$ cat config.mk
export PLATFORM = sky130hd
export DESIGN_NAME = mmio_fifo_ctrl
export DESIGN_NICKNAME = d
export VERILOG_FILES = /design/src/rtl/mmio_fifo_ctrl.sv
export SDC_FILE = /design/constraint.sdc
export NUM_CORES = 1
export LEC_CHECK = 0
export ABC_AREA = 1
export CORE_ASPECT_RATIO = 0.5
export CORE_UTILIZATION = 63
export DETAILED_ROUTE_END_ITERATION = 8
export PLACE_DENSITY = 0.9
export SETUP_SLACK_MARGIN = 0.4
export SLEW_MARGIN = 20
export SYNTH_ARGS = -nofsm -noshare
export SYNTH_HDL_FRONTEND = slang
export SYNTH_SLANG_ARGS = --single-unit
$ cat constraint.sdc
create_clock -name clk -period 9.01 [get_ports clk]
set_input_delay 1.3515 -clock clk [delete_from_list [all_inputs] [get_ports clk]]
set_output_delay 1.3515 -clock clk [all_outputs]
set_load 0.02 [all_outputs]
$ cat src/rtl/mmio_fifo_ctrl.sv
// mmio_fifo_ctrl: DEPTH-entry circular FIFO behind a small MMIO window with DATA (push/pop),
// STATUS (W1C sticky flags) and PEEK/FLUSH registers; read data and TID return one cycle later.
module mmio_fifo_ctrl #(
  parameter int unsigned WIDTH     = 64,
  parameter int unsigned DEPTH     = 8,
  parameter logic [15:0] BASE_ADDR = 16'h0020
) (
  input  logic                     clk,
  input  logic                     rst,
  input  logic                     wr_valid,
  input  logic [15:0]              wr_addr,
  input  logic [WIDTH-1:0]         wr_data,
  input  logic                     rd_valid,
  input  logic [15:0]              rd_addr,
  input  logic [8:0]               rd_tid,
  output logic                     rsp_valid,
  output logic [8:0]               rsp_tid,
  output logic [WIDTH-1:0]         rsp_data,
  output logic [$clog2(DEPTH):0]   count
);
  localparam int unsigned AW = $clog2(DEPTH);
  localparam int unsigned CW = AW + 1;

  localparam logic [15:0] OFF_DATA   = 16'd0;
  localparam logic [15:0] OFF_STATUS = 16'd2;
  localparam logic [15:0] OFF_PEEK   = 16'd4;

  logic [WIDTH-1:0] mem_q [DEPTH];
  logic [AW-1:0]    head_q, head_d, tail_q, tail_d;
  logic [CW-1:0]    count_q, count_d;
  logic             ovf_q, ovf_d, unf_q, unf_d;
  logic             rsp_valid_q, rsp_valid_d;
  logic [8:0]       rsp_tid_q, rsp_tid_d;
  logic [WIDTH-1:0] rsp_data_q, rsp_data_d;

  // Offsets wrap below BASE_ADDR, so one unsigned compare bounds the window on both sides.
  logic [15:0] rd_off, wr_off;
  logic        rd_hit, wr_hit;
  assign rd_off = rd_addr - BASE_ADDR;
  assign wr_off = wr_addr - BASE_ADDR;
  assign rd_hit = rd_valid && (rd_off < 16'd6);
  assign wr_hit = wr_valid && (wr_off < 16'd6);

  logic empty, full, rd_pop, wr_push, wr_w1c, wr_flush;
  logic pop_ok, push_ok, ovf_set, unf_set;
  assign empty    = (count_q == '0);
  assign full     = (count_q == CW'(DEPTH));
  assign rd_pop   = rd_hit && (rd_off == OFF_DATA);
  assign wr_push  = wr_hit && (wr_off == OFF_DATA);
  assign wr_w1c   = wr_hit && (wr_off == OFF_STATUS);
  assign wr_flush = wr_hit && (wr_off == OFF_PEEK);
  assign pop_ok   = rd_pop && !empty;
  assign push_ok  = wr_push && (!full || pop_ok);
  assign ovf_set  = wr_push && full && !pop_ok;
  assign unf_set  = rd_pop && empty;

  logic unused_wr_bits;
  assign unused_wr_bits = ^{wr_data[WIDTH-1:20], wr_data[17:0]};

  logic [WIDTH-1:0] status_word, rd_word;

  // NOTE: every variable written in always_comb gets a default first, so no latch is inferred.
  always_comb begin
    status_word       = '0;
    status_word[15:0] = 16'(count_q);
    status_word[16]   = empty;
    status_word[17]   = full;
    status_word[18]   = ovf_q;
    status_word[19]   = unf_q;

    rd_word = '0;
    if ((rd_off == OFF_DATA || rd_off == OFF_PEEK) && !empty) rd_word = mem_q[head_q];
    else if (rd_off == OFF_STATUS)                            rd_word = status_word;
  end

  always_comb begin
    head_d  = head_q;
    tail_d  = tail_q;
    count_d = count_q;
    if (wr_flush) begin
      head_d  = '0;
      tail_d  = '0;
      count_d = '0;
    end else begin
      if (pop_ok)  head_d = head_q + AW'(1);
      if (push_ok) tail_d = tail_q + AW'(1);
      count_d = count_q + CW'(push_ok) - CW'(pop_ok);
    end
    // Set has priority over a same-cycle W1C clear.
    ovf_d = (ovf_q & ~(wr_w1c & wr_data[18])) | ovf_set;
    unf_d = (unf_q & ~(wr_w1c & wr_data[19])) | unf_set;

    rsp_valid_d = rd_hit;
    rsp_tid_d   = rd_hit ? rd_tid  : rsp_tid_q;
    rsp_data_d  = rd_hit ? rd_word : rsp_data_q;
  end

  // NOTE: the storage array has no reset; entries are only ever read after being pushed,
  // and empty reads are forced to zero, so resetting it would buy nothing.
  always_ff @(posedge clk) begin
    if (push_ok) mem_q[tail_q] <= wr_data;
  end

  // NOTE: sequential state uses non-blocking assignments so all registers update together.
  always_ff @(posedge clk or posedge rst) begin
    if (rst) begin
      head_q      <= '0;
      tail_q      <= '0;
      count_q     <= '0;
      ovf_q       <= 1'b0;
      unf_q       <= 1'b0;
      rsp_valid_q <= 1'b0;
      rsp_tid_q   <= '0;
      rsp_data_q  <= '0;
    end else begin
      head_q      <= head_d;
      tail_q      <= tail_d;
      count_q     <= count_d;
      ovf_q       <= ovf_d;
      unf_q       <= unf_d;
      rsp_valid_q <= rsp_valid_d;
      rsp_tid_q   <= rsp_tid_d;
      rsp_data_q  <= rsp_data_d;
    end
  end

  assign rsp_valid = rsp_valid_q;
  assign rsp_tid   = rsp_tid_q;
  assign rsp_data  = rsp_data_q;
  assign count     = count_q;

endmodule
---- Word level (Yosys, flattened, before mapping) ----
Memory sizes are Yosys's and may differ from the RTL's.
Index checks and enable logic that the tools add are counted.
storage, ports and cells
  word-level logic and storage cells ...... 61
  output and inout port bits .............. 78
  RAM bits ................................ 512
  bits of input ports ..................... 109
  flip-flop bits (word level) ............. 86
  memories kept ........................... 1
operators by class
  eq/ne operators ......................... 5
  bitwise logic cells ..................... 8
  $add $sub $neg .......................... 6
  reductions and logical operators ........ 22
  muxes and demuxes ....................... 9
  $lt $le $gt $ge ......................... 2
memory list
  name   depth  width  read ports  clocked after Yosys merged registers in  wr ports  line  RTL
  mem_q  8      64     1           0                                        1         28    logic [WIDTH-1:0] mem_q [DEPTH];
operator list
  cell                     number
  $mux W64                 1
  $eq A16 B2 Y1 const B    2
  $eq A16 B3 Y1 const B    2
  $logic_not A16 Y1        2
  $lt A16 B3 Y1 const B    2
  $sub A16 B6 Y16 const B  2
  $mux W20                 1
  $logic_and A1 B1 Y1      12
  $mux W3                  4
  $add A3 B1 Y3 const B    2
  $add A4 B1 Y4            1
  $and A1 B1 Y1            4
  $eq A4 B4 Y1 const B     1
  $logic_not A4 Y1         1
  $mux W4                  1
  $reduce_bool A2 Y1       2
  $sub A4 B1 Y4            1
  $logic_not A1 Y1         3
  $logic_or A1 B1 Y1       2
  $mux W1                  2
  $not A1 Y1               2
  $or A1 B1 Y1             2

---- Logic depth before layout (Yosys ltp) ----
Gate-level depths: netlist of run 1.
  depth after elaboration ................. 10
  depth in mapped cells ................... 19

---- Least setup slack after synthesis of run 1 ----
No wires, ideal clock.
  kind .................................... input-to-reg
  from .................................... in wr_addr[5]
  to ...................................... mem mem_q[0][0] (enable)
  path buffers ............................ 0
  setup time .............................. 487 ps
  required time ........................... 8523 ps
  data arrival time ....................... 5178 ps
  slack ................................... 3345 ps
  cell stages on the path ................. 9
  cells stage by stage .................... inv_1 > ha_1 > xnor2_1 > nand2_1 > nor2_1 > nand3_1 > nor2_1 > nand3_1 > nor2_1
between the ends
  longest elaborated chain between the ends .. 7
  elaborated cells between the ends (all ways) .. 8
  those cells by class .................... 1 x add/sub; 1 x order compare; 2 x mux; 4 x reduce/logical
ends and longest elaborated chain
  item                               line  RTL
  start, declared                    11    input logic [15:0] wr_addr,
  $sub A16 B6 Y16 (*)                40    assign wr_off = wr_addr - BASE_ADDR;
  $lt A16 B3 Y1                      42    assign wr_hit = wr_valid && (wr_off < 16'd6);
  $logic_and A1 B1 Y1                42
  $logic_and A1 B1 Y1 (*)            49    assign wr_push = wr_hit && (wr_off == OFF_DATA);
  $logic_and A1 B1 Y1 (*)            53    assign push_ok = wr_push && (!full || pop_ok);
  $mux W1 (*)                        101   if (push_ok) mem_q[tail_q] <= wr_data;
  $mux W1 (implied by the code) (*)  101
  end, declared                      28
Mark *: on every way between the ends. The rest lies on a longest branch, timed or not.

---- Final worst setup path of run 1 ----
  from .................................... in wr_addr[5]
  to ...................................... mem mem_q[4][14] (enable)
The elaborated chain is that of the path after synthesis.

==> out/metrics.cfg, run 1 <==
[synth]
ys.warnings.count = 0
synth_edf_count = 512
ys_seq_area_frac = 0.735
ys_async_sr_fraction = 0.144
ys_types = 36
ys.flop_type = edfxtp_1
syn-num-nets = 1984
avgSynthCellArea_um2 = 12.8
syn_area_um2 = 23900
syn_inst = 1865
ys_ff_latch = 598

[setup_path]
critPathCaptureType = register
cp_slowest_stage_delay_ns = 0.95
critPathArrivalTime_ns = 5.10
critPathSlowestCell = nor2_4
cp_max_fo = 35
setup.worst_path.class = in -> reg
cp_cell_sequence = clkdlybuf4s50_1 -> inv_1 -> ha_1 -> xnor2_1 -> nand2_1 -> nor2_1 -> nand3_1 -> nor2_1 -> nand3_1 -> nor2_4 -> buf_4
required_ns = 9.23
start_kind = primary input

[flow_run]
max_cap_viol_count = 0

[clock_network]
hold_buffers = 0
cts_tree = built
cts_resized = 0
cts_buffer_depth = 3
cts-htree-levels = 2
post_cts_buffers = 0
cts-root-buf = clkbuf_16
numCtsBuffers = 49
clkTransAtPathRegs_ns = 0.06
insertion_delay_ns = 0.61
clkSinkCount = 598

[timing]
fmax_mhz = 205
rsz0062_at_grt = no
tns_ns = 0
hold_violations = 0
fin_crit_ns = 4.88
finalSetupViolCount = 0
relSlewSlack = 0.254
slew_violations = 0
finClkSkew_ns = 0.0391
post-route-period-util = 0.541
tightest_slew_ns = 1.12

[power_and_ir_drop]
power_density_nw_per_um2 = 196
p_leak_uw = 0.0100
switching_share = 0.196
clkPwrFrac = 0.429
switching_power_uw = 1060
vdd_drop_max_uv = 148
p_seq_frac = 0.552
internal_power_uw = 4370
p_comb_frac = 0.019

[grt]
grt_pass1_vias = 16600
grt_max_degree = 106
grt_pass1_wl_um = 91500
grt_overflow = 0
antenna_found_initial = 3
track_usage = 0.309

[placement]
io_buffers = 186
dpl_cell_area_um2 = 26000
gp_congestion = 0.847
placedCellCount = 2440
dp_hpwl_um = 30700

[final_layout]
layout.nets = 2127
postLayoutCoreUtil = 0.760
fin_area_um2 = 27800
final_common_cell = nand2_1
area_delta_synth_final_pct = 16.6
fillCellCount = 1826
stdcell_count = 2537
drive_gt1_frac = 0.0713
mostFrequentLayoutCells = nand2_1, edfxtp_1, clkdlybuf4s50_1

[drt]
drtPass1Iterations = 6
avgViaCountPerCell = 6.53
route.detailed.drc = 0
post_drt_wl_per_cell_um = 24.0
ant_nets = 0
initialDrtViolationCount = 2407
wl_um = 60800
via_count = 16600

[status]
status = completed

[floorplanning]
rows = 49
fp.coreArea_um2 = 36600
dieArea_um2 = 38700
die_h_um = 140
die_w_um = 277
start_util = 0.652
io_pins = 187

[hold_path]
hold_path_class = reg -> reg

-- registers in the layout, indices dropped and copies added (netlist names) --
register,flops
tail_q,3
rsp_valid,1
rsp_data,64
rsp_tid,9
unf_q,1
head_q,3
count,4
mem_q,512
ovf_q,1
-- final cells by class --
class | count | area [um2] | area share
multi-input cells | 1110 | 5700 | 0.205
repair buffers | 206 | 2050 | 0.0737
inverters | 43 | 176 | 0.00634
diodes | 4 | 10.0 | 0.000360
flip-flops and latches | 598 | 17500 | 0.630
clock buffers | 66 | 1350 | 0.0486
clock inverters | 26 | 388 | 0.0139
well taps | 484 | 606 | 0.0218
-- worst paths after layout --
| check | from | endpoint | slack, ns | cells after the start |
|---|---|---|---|---|
| worst max-delay path | wr_addr[5] | mem_q[4][14]$_DFFE_PP_ | 4.13 | 11 |
| min in group asynchronous | rst | rsp_valid$_DFF_PP0_ | 1.05 | 2 |
| worst max register to register | head_q[1]$_DFFE_PP0P_ | rsp_data[28]$_DFFE_PP0P_ | 5.03 | 7 |
| worst min register to register | rsp_tid[1]$_DFFE_PP0P_ | rsp_tid[1]$_DFFE_PP0P_ | 0.48 | 2 |
| max in group asynchronous | rst | head_q[0]$_DFFE_PP0P_ | 6.83 | 3 |
| worst min-delay path | rsp_tid[1]$_DFFE_PP0P_ | rsp_tid[1]$_DFFE_PP0P_ | 0.48 | 2 |
-- kinds of logic (layout without fill, tap and decap cells) --
group,after synthesis,count (layout),share of synthesized area
buffers and inverters,157,341,0.0291
other,0,4,0
XOR/XNOR,4,4,0.00147
AO/OA/AOI/OAI,355,355,0.109
flip-flops,598,598,0.735
adder cells (fa/ha/maj),10,10,0.00556
AND/OR/NAND/NOR,741,741,0.120
-- Yosys cell counts (3+ instances only) --
| master | n | share of area |
|---|---|---|
| inv_1 | 38 | 0.0060 |
| clkbuf_1 | 75 | 0.012 |
| o211ai_1 | 31 | 0.0098 |
| buf_1 | 12 | 0.0019 |
| a32oi_1 | 55 | 0.020 |
| dfrtp_1 | 86 | 0.090 |
| o21ai_1 | 5 | 0.0010 |
| edfxtp_1 | 512 | 0.64 |
| buf_2 | 20 | 0.0042 |
| ha_1 | 9 | 0.0047 |
| o22ai_1 | 6 | 0.0016 |
| nor2_1 | 89 | 0.014 |
| nand4_1 | 9 | 0.0024 |
| a32o_1 | 55 | 0.023 |
| a21oi_1 | 119 | 0.025 |
| inv_2 | 5 | 0.00079 |
| nand3b_1 | 3 | 0.00094 |
| nand2_1 | 609 | 0.096 |
| o211ai_2 | 30 | 0.016 |
| o21ai_0 | 47 | 0.0099 |
| o221ai_1 | 6 | 0.0022 |
| nand3_1 | 23 | 0.0048 |
| buf_12 | 3 | 0.0025 |
-- worst max-delay path, delay by kind of cell --
family | cells | cell delay [ns]
xor gates and xnor gates | 1 | 0.21
buffers and inverters | 3 | 1.24
and+or+nand+nor | 6 | 2.02
adders and majority gates | 1 | 0.24
-- per-stage QoR --
step	hold WS [ns]	power, uW	setup slack, ns
2_1_floorplan	0.464	3080	3.35
3_3_place_gp	0.463	3160	3.63
3_5_place_dp	0.464	3160	3.55
4_1_cts	0.487	5430	4.10
5_1_grt	0.496	5550	3.83
6_report	0.481	5440	4.13
-- power by group through the flow --
stage / logic (uW) / clock network [uW] / registers [uW]
floorplan: 17.6 / 0 / 3060
finish: 104 / 2330 / 3000
detailed placement: 102 / 0 / 3060
global placement: 97.2 / 0 / 3060
CTS: 103 / 2320 / 3000
global route: 112 / 2440 / 3000
-- per-layer routing --
metal  wire, um  global-route usage  part of all wire  up-vias
met5          0                   0                 0        -
met4       2680               0.161             0.044        0
met3       6530              0.0549              0.11      238
met2      30400               0.522              0.50     1315
met1      21200               0.390              0.35     7962
li1           -                   -                 -     7042
(Power assumes the default switching activity.)
==> inputs of run 2 (changes only) <==
CORE_UTILIZATION = 52   (was 63)
PLACE_DENSITY = 0.8   (was 0.9)
clock period = 4.3 ns   (was 9.01 ns; I/O delays follow)
==> run 2 against run 1 <==
  * Register-to-register slack got worse by 3.5 ns
  * Critical endpoint is now mem_q[4][28]$_DFFE_PP_
  * Worst hold slack got worse by 0.0050 ns
  * Core utilization shrank 14 points
  * Power grew 100%
  * First-iteration DRC count is 33% lower
  * Sequential power is 110% higher
  * Sequential cell count unchanged
  * Combinational power is 100% higher
  * Clock skew shrank 0.018 ns
  * Non-clock buffer count up 8
==> out/metrics.cfg, run 2 (synthesis results as in run 1) <==
[status]
status = completed

[final_layout]
top_register = mem_q
largest_reg_flops = 512  ; unchanged
drive_gt1_frac = 0.0715  ; +0.000209
fin_area_um2 = 27900  ; +0.46%
final_common_cell = nand2_1
fillCellCount = 3152  ; +73%
layout.nets = 2137  ; +0.47%
mostFrequentLayoutCells = nand2_1, edfxtp_1, clkdlybuf4s50_1
area_delta_synth_final_pct = 17.1

[floorplanning]
die_w_um = 305  ; +10%
rows = 55  ; +12%
start_util = 0.528  ; -0.124
io_pins = 187  ; unchanged
dieArea_um2 = 46800  ; +21%
die_h_um = 153  ; +9.9%
fp.coreArea_um2 = 45200  ; +24%

[power_and_ir_drop]
vdd_drop_max_uv = 277  ; +87%
power_density_nw_per_um2 = 390  ; +99%
clkPwrFrac = 0.402  ; -0.027
switching_share = 0.195  ; -0.00110
internal_power_uw = 8770  ; +100%
p_seq_frac = 0.578  ; +0.026
switching_power_uw = 2120  ; +99%
p_comb_frac = 0.020  ; about the same
p_leak_uw = 0.0100  ; -0.28%

[grt]
antenna_found_initial = 2  ; -1
grt_max_degree = 198  ; +87%
grt_overflow = 0  ; unchanged
grt_pass1_wl_um = 79900  ; -13%
track_usage = 0.215  ; -0.0948
grt_pass1_vias = 15100  ; -8.8%

[drt]
wl_um = 50900  ; -16%
avgViaCountPerCell = 5.72  ; -12%
route.detailed.drc = 0  ; unchanged
ant_nets = 0  ; unchanged
via_count = 15200  ; -8.3%
drtPass1Iterations = 6  ; unchanged
initialDrtViolationCount = 1624  ; -33%
post_drt_wl_per_cell_um = 19.2  ; -20%

[clock_network]
insertion_delay_ns = 0.58  ; -0.03 ns
hold_buffers = 0  ; unchanged
cts-htree-levels = 2  ; unchanged
clkSinkCount = 598  ; unchanged
cts_resized = 0  ; unchanged
numCtsBuffers = 51  ; +4.1%
cts_buffer_depth = 3  ; unchanged
clkTransAtPathRegs_ns = 0.06  ; about the same
cts_tree = built
cts-root-buf = clkbuf_16
post_cts_buffers = 0  ; unchanged

[setup_path]
required_ns = 4.57  ; -4.66 ns
critPathCaptureType = register
setup.worst_path.class = in -> reg
cp_max_fo = 22  ; -37%
critPathArrivalTime_ns = 3.51  ; -1.59 ns
start_kind = primary input

[placement]
io_buffers = 186  ; unchanged
pre_cts_ws_ns = 0.485  ; -3.06 ns
dp_hpwl_um = 28300  ; -8.0%
gp_congestion = 0.854  ; +0.79%
dpl_cell_area_um2 = 26400  ; +1.3%

[timing]
worst_slack_ns = 1.06  ; -3.08 ns
finClkSkew_ns = 0.0212  ; -0.0179 ns
tightest_slew_ns = 1.03  ; -0.0897 ns
hold_violations = 0  ; unchanged
hold_ws_ns = 0.476  ; -0.00497 ns
rsz0062_at_grt = no
post-route-period-util = 0.754
fmax_mhz = 308
slew_violations = 0  ; unchanged
relSlewSlack = 0.314  ; +0.0598
finalSetupViolCount = 0  ; unchanged
fin_crit_ns = 3.24

[flow_run]
max_cap_viol_count = 0  ; unchanged

[hold_path]
hold_path_class = reg -> reg

[run 2: path summary, 6_finish.rpt]
check	start	to	slack (ns)	depth (start not counted)
setup / recovery	wr_addr[5]	mem_q[4][28]$_DFFE_PP_	1.06	12
hold reg to reg	rsp_data[55]$_DFFE_PP0P_	rsp_data[55]$_DFFE_PP0P_	0.48	2
max in group asynchronous	rst	rsp_data[15]$_DFFE_PP0P_	2.78	3
min in group asynchronous	rst	rsp_tid[4]$_DFFE_PP0P_	0.57	2
hold / removal	rsp_data[55]$_DFFE_PP0P_	rsp_data[55]$_DFFE_PP0P_	0.48	2
setup reg to reg	head_q[0]$_DFFE_PP0P_	rsp_data[43]$_DFFE_PP0P_	1.51	7
[run 2: final cells by class]
cell class	instances	area, um2	share of cell area
antenna	2	5.00	0.000179
clock buffer	61	1320	0.0474
clock inverter	31	236	0.00846
inverter	43	176	0.00631
multi-input combinational	1110	5690	0.204
sequential	598	17500	0.628
tap	598	748	0.0268
timing repair buffer	214	2220	0.0795
[run 2: layer usage]
layer | wire (um) | global-route usage | vias up
li1 | - | - | 7069
met4 | 1480 | 0.0755 | 0
met2 | 25800 | 0.374 | 511
met5 | 0 | 0 | -
met3 | 2790 | 0.0298 | 105
met1 | 20800 | 0.277 | 7500
[run 2: power by group through the flow]
stage | Clock (uW) | Combinational, uW | Sequential, uW
6_report | 4380 | 213 | 6300
5_1_grt | 4650 | 233 | 6290
4_1_cts | 4440 | 214 | 6300
3_5_place_dp | 0 | 214 | 6420
3_3_place_gp | 0 | 208 | 6420
2_1_floorplan | 0 | 36.9 | 6420
[run 2: critical path, stage by stage]
cell             delay, ns
clkdlybuf4s50_1       0.50
inv_1                 0.06
ha_1                  0.27
inv_1                 0.03
nor2_1                0.14
nand2_1               0.13
nor2_1                0.16
nand3_1               0.11
nor2_1                0.31
nand3_1               0.39
nor2_4                0.48
buf_12                0.25
[run 2: through the flow]
step            util  setup TNS (ns)  cells  total power, uW
2_1_floorplan      -         -337.11   1865             6460
3_3_place_gp   0.583               0   2563             6630
3_5_place_dp   0.583               0   2563             6630
4_1_cts        0.618               0   2655            10900
5_1_grt        0.618               0   2657            11200
6_report       0.618               0   2657            10900
